==> src/rtl/rr_arbiter8.sv <==
// rr_arbiter8: eight-way round-robin arbiter with a registered one-hot grant and encoded index.
// Define RR_ARB_TIMEOUT_EN to force release of a grant after MAX_HOLD cycles.
module rr_arbiter8 #(
    parameter int MAX_HOLD = 16
) (
    input  logic       clk,
    input  logic       rst,
    input  logic       enable,
    input  logic [7:0] req,
    output logic [7:0] grant,
    output logic [2:0] grant_idx,
    output logic       grant_valid
);

    // state | meaning
    // IDLE  | nobody owns the resource; arbitrate when enabled and requested
    // OWNED | grant_idx owns the resource until it drops its request (or times out)
    typedef enum logic {
        IDLE  = 1'b0,
        OWNED = 1'b1
    } state_t;

    state_t     state;
    logic [2:0] ptr;
    logic [2:0] win_idx;
    logic       win_found;
    logic       owner_drop;
    logic       hold_expired;

    if (MAX_HOLD < 2 || MAX_HOLD > 255) begin : g_bad_max_hold
        $error("rr_arbiter8: MAX_HOLD must be in 2..255");
    end

    // Scan from the highest offset down so the lowest offset from ptr wins.
    always_comb begin
        win_idx   = ptr;
        win_found = 1'b0;
        for (int k = 7; k >= 0; k--) begin
            if (req[ptr + 3'(k)]) begin
                win_idx   = ptr + 3'(k);
                win_found = 1'b1;
            end
        end
    end

    assign owner_drop = ~req[grant_idx];

`ifdef RR_ARB_TIMEOUT_EN
    logic [7:0] hold_cnt;
    assign hold_expired = (hold_cnt == 8'(MAX_HOLD - 1));
`else
    assign hold_expired = 1'b0;
`endif

    always_ff @(posedge clk or posedge rst) begin
        if (rst) begin
            state       <= IDLE;
            grant       <= 8'h00;
            grant_idx   <= 3'd0;
            grant_valid <= 1'b0;
            ptr         <= 3'd0;
`ifdef RR_ARB_TIMEOUT_EN
            hold_cnt    <= 8'd0;
`endif
        end else begin
            case (state)
                IDLE: begin
                    if (enable && win_found) begin
                        state       <= OWNED;
                        grant       <= 8'd1 << win_idx;
                        grant_idx   <= win_idx;
                        grant_valid <= 1'b1;
`ifdef RR_ARB_TIMEOUT_EN
                        hold_cnt    <= 8'd0;
`endif
                    end
                end
                OWNED: begin
                    if (owner_drop || hold_expired) begin
                        state       <= IDLE;
                        grant       <= 8'h00;
                        grant_valid <= 1'b0;
                        ptr         <= grant_idx + 3'd1;
                    end
`ifdef RR_ARB_TIMEOUT_EN
                    else begin
                        hold_cnt <= hold_cnt + 8'd1;
                    end
`endif
                end
                default: begin
                    state       <= IDLE;
                    grant       <= 8'h00;
                    grant_valid <= 1'b0;
                end
            endcase
        end
    end

endmodule

==> config.mk <==
export PLATFORM = sky130hd
export DESIGN_NAME = rr_arbiter8
export DESIGN_NICKNAME = d
export VERILOG_FILES = /design/src/rtl/rr_arbiter8.sv
export SDC_FILE = /design/constraint.sdc
export NUM_CORES = 1
export LEC_CHECK = 0
export BUFFER_PORTS_ARGS = -buffer_cell sky130_fd_sc_hd__buf_2
export CAP_MARGIN = 20
export CORE_ASPECT_RATIO = 0.6
export CORE_MARGIN = 2
export CORE_UTILIZATION = 30
export DETAILED_ROUTE_END_ITERATION = 12
export GPL_TIMING_DRIVEN = 0
export PLACE_DENSITY = 0.51
export SLEW_MARGIN = 40
export SYNTH_ARGS = -nofsm -noshare
export SYNTH_HDL_FRONTEND = slang
export SYNTH_SLANG_ARGS = --single-unit
==> constraint.sdc <==
create_clock -name clk -period 4 [get_ports clk]
set_input_delay 1 -clock clk [delete_from_list [all_inputs] [get_ports clk]]
set_output_delay 1 -clock clk [all_outputs]
set_load 0.05 [all_outputs]
==> results.cfg <==
[critical_path]
required_ns = 4.15
r2r-start = ptr[0]$_DFFE_PP0P_
endpoint_kind = register
critical_path_arrival_ns = 3.55
r2r_cells = 11
crit_fanout = 10
reg2reg_slack_ns = 0.60
path_class = register to register
critPathLaunch = ptr[0]$_DFFE_PP0P_
start_kind = register
r2r-end = grant[5]$_DFFE_PP0P_

[routing]
antenna_left = 0
vias = 1441
viasPerCell = 5.61
drt_wl_total_um = 4360
wl_per_cell_um = 17.0
drtPass1Iterations = 4
initialDrtViolationCount = 159
drc = 0

[cts]
clock-sinks = 16
cts_root_buf = clkbuf_8
clock_path_buffers = 2
htreeDepth = 1
insertion_delay_ns = 0.25
cts_hold_buffers = 0
clkTransAtPathRegs_ns = 0.06
post_cts_buffers = 0
cts_resized = 0
cts_buffers = 3
tritoncts = built

[layout]
design_area_um2 = 1930
layout-drive-gt1-share_pct = 34.0
n_antenna_cell = 0
final_common_cell = buf_2
layout_common_cells = buf_2 (24), dfrtp_1 (16), inv_1 (15)
syn2layout_area_growth_pct = 15.0
final_nets = 203

[global_routing]
grt_pass1_wl_um = 7160
grt_max_degree = 17
overflow = 0
antenna_found_initial = 0
grt_pass1_vias = 1291
track_usage_pct = 15.0

[synthesis]
ys_types = 44
synth_area_leader_cell = dfrtp_1
syn_area_per_cell_um2 = 10.4
synth_top_area_share_pct = 23.8
ys_seq_elements = 16
synthCells = 162
synth_fp_nets = 176
synth-edff-count = 0
ys_async_sr_fraction_pct = 100
ys.flop_type = dfrtp_1
syn_area_um2 = 1680
yosys_warnings = 0
ys_seq_area_share_pct = 23.8
synth_area_leaders = dfrtp_1 (24%), mux4_2 (16%), mux2_2 (6.7%)

[run]
cap_violations = 0

[timing]
worst_slew_pin_slew_ns = 0.625
relSlewSlack_pct = 58.3
finClkSkew_ns = 0.000875
drv_slew = 0
rsz0062_at_grt = false
finalSetupViolCount = 0
fmax_ghz = 0.294
fin_crit_sh_pct = 85.0
fin_crit_ns = 3.40
hold_violations = 0
hold_ws_ns = 0.471
final.setup.tns_ns = 0

[placement]
dpl_cell_area_um2 = 1880
gp_congestion = 0.875
port_buffers = 22
detailed_place_hpwl_um = 3420

[die]
start_util_pct = 30.6
die-area_um2 = 6240
fp.dieH_um = 62.0
num_rows = 21
fp.dieW_um = 101
io_pins = 23
coreArea_um2 = 5490

[worst_hold_path]
holdPathStages = 1
hp-start = grant_valid$_DFFE_PP0P_
holdPathEnd = grant_valid$_DFFE_PP0P_
hold_class = register to register

[status]
status = completed
cells in the mapped netlist (2+ instances only):
cell       instances
dfrtp_1           16
buf_2              2
mux2_1             2
a21oi_1           14
xor2_1             3
o32ai_1            9
inv_1             15
nor2_1            12
buf_4              4
mux2i_1            5
a211oi_1           2
nand2_1           10
o21ai_0            2
xnor2_1            4
nor3_1             5
mux2_2            10
ha_1               3
mux4_2            12
o21a_1             2
buf_6              2
a22oi_1            3
a2111oi_4          2
nand2b_1           2
worst max-delay path, cell delays in order (launching register included):
cell      delay, ns
dfrtp_1        0.43
buf_4          0.25
inv_4          0.07
ha_1           0.32
buf_2          0.26
mux2_1         0.39
nor3_1         0.37
a211oi_1       0.14
nor3_2         0.32
a31oi_1        0.18
o32a_4         0.29
o32ai_1        0.29
flip-flops by register name, summed over array words and instances (netlist names):
name         flops
grant_valid      1
ptr              3
grant_idx        3
state            1
grant            8
metrics by stage:
| stage | utilization (%) | instances | worst slack, ns |
|---|---|---|---|
| after global placement | 34.2 | 253 | 0.583 |
| after global routing | 35.2 | 257 | 0.283 |
| after floorplan | - | 162 | 1.02 |
| final | 35.2 | 257 | 0.599 |
| after detailed placement | 34.2 | 253 | 0.624 |
| after CTS | 35.2 | 257 | 0.618 |
cells by family after synthesis:
kind of cell | after synthesis | synth area share (%)
adders and majority gates | 3 | 2.23
AOI/OAI and AO/OA | 45 | 23.2
xor gates and xnor gates | 7 | 3.65
and+or+nand+nor | 36 | 10.1
muxes | 31 | 29.6
DFF | 16 | 23.8
buffers and inverters | 24 | 7.45
layer usage:
metal  up-vias  track usage, %  part of all wire (%)
li1        682               -                     -
met1       706            26.2                    59
met2        53            17.9                    35
met3         0            3.47                   6.1
met4         0           0.783                     0
met5         -               0                     0
cell type report:
cell class,count,area (µm²)
flip-flops and latches,16,400
multi-input cells,122,1150
inverters,16,62.6
plain buffers,8,62.6
clock buffers,4,55.1
well taps,69,86.3
repair buffers,22,110
fillers,566,3560
worst max path at each step:
| stage | slack [ns] | to |
|---|---|---|
| 6_report | 0.60 | grant[5]$_DFFE_PP0P_ |
| 5_1_grt | 0.28 | grant[7]$_DFFE_PP0P_ |
| 4_1_cts | 0.62 | grant[4]$_DFFE_PP0P_ |
| 3_5_place_dp | 0.62 | grant[7]$_DFFE_PP0P_ |
| 3_3_place_gp | 0.58 | grant[7]$_DFFE_PP0P_ |
| 2_1_floorplan | 1.02 | grant_idx[1]$_DFFE_PP0P_ |
Power is left out: the tool's default activity adds up to more than one toggle a clock period on the data nets, which glitch-free logic cannot reach.
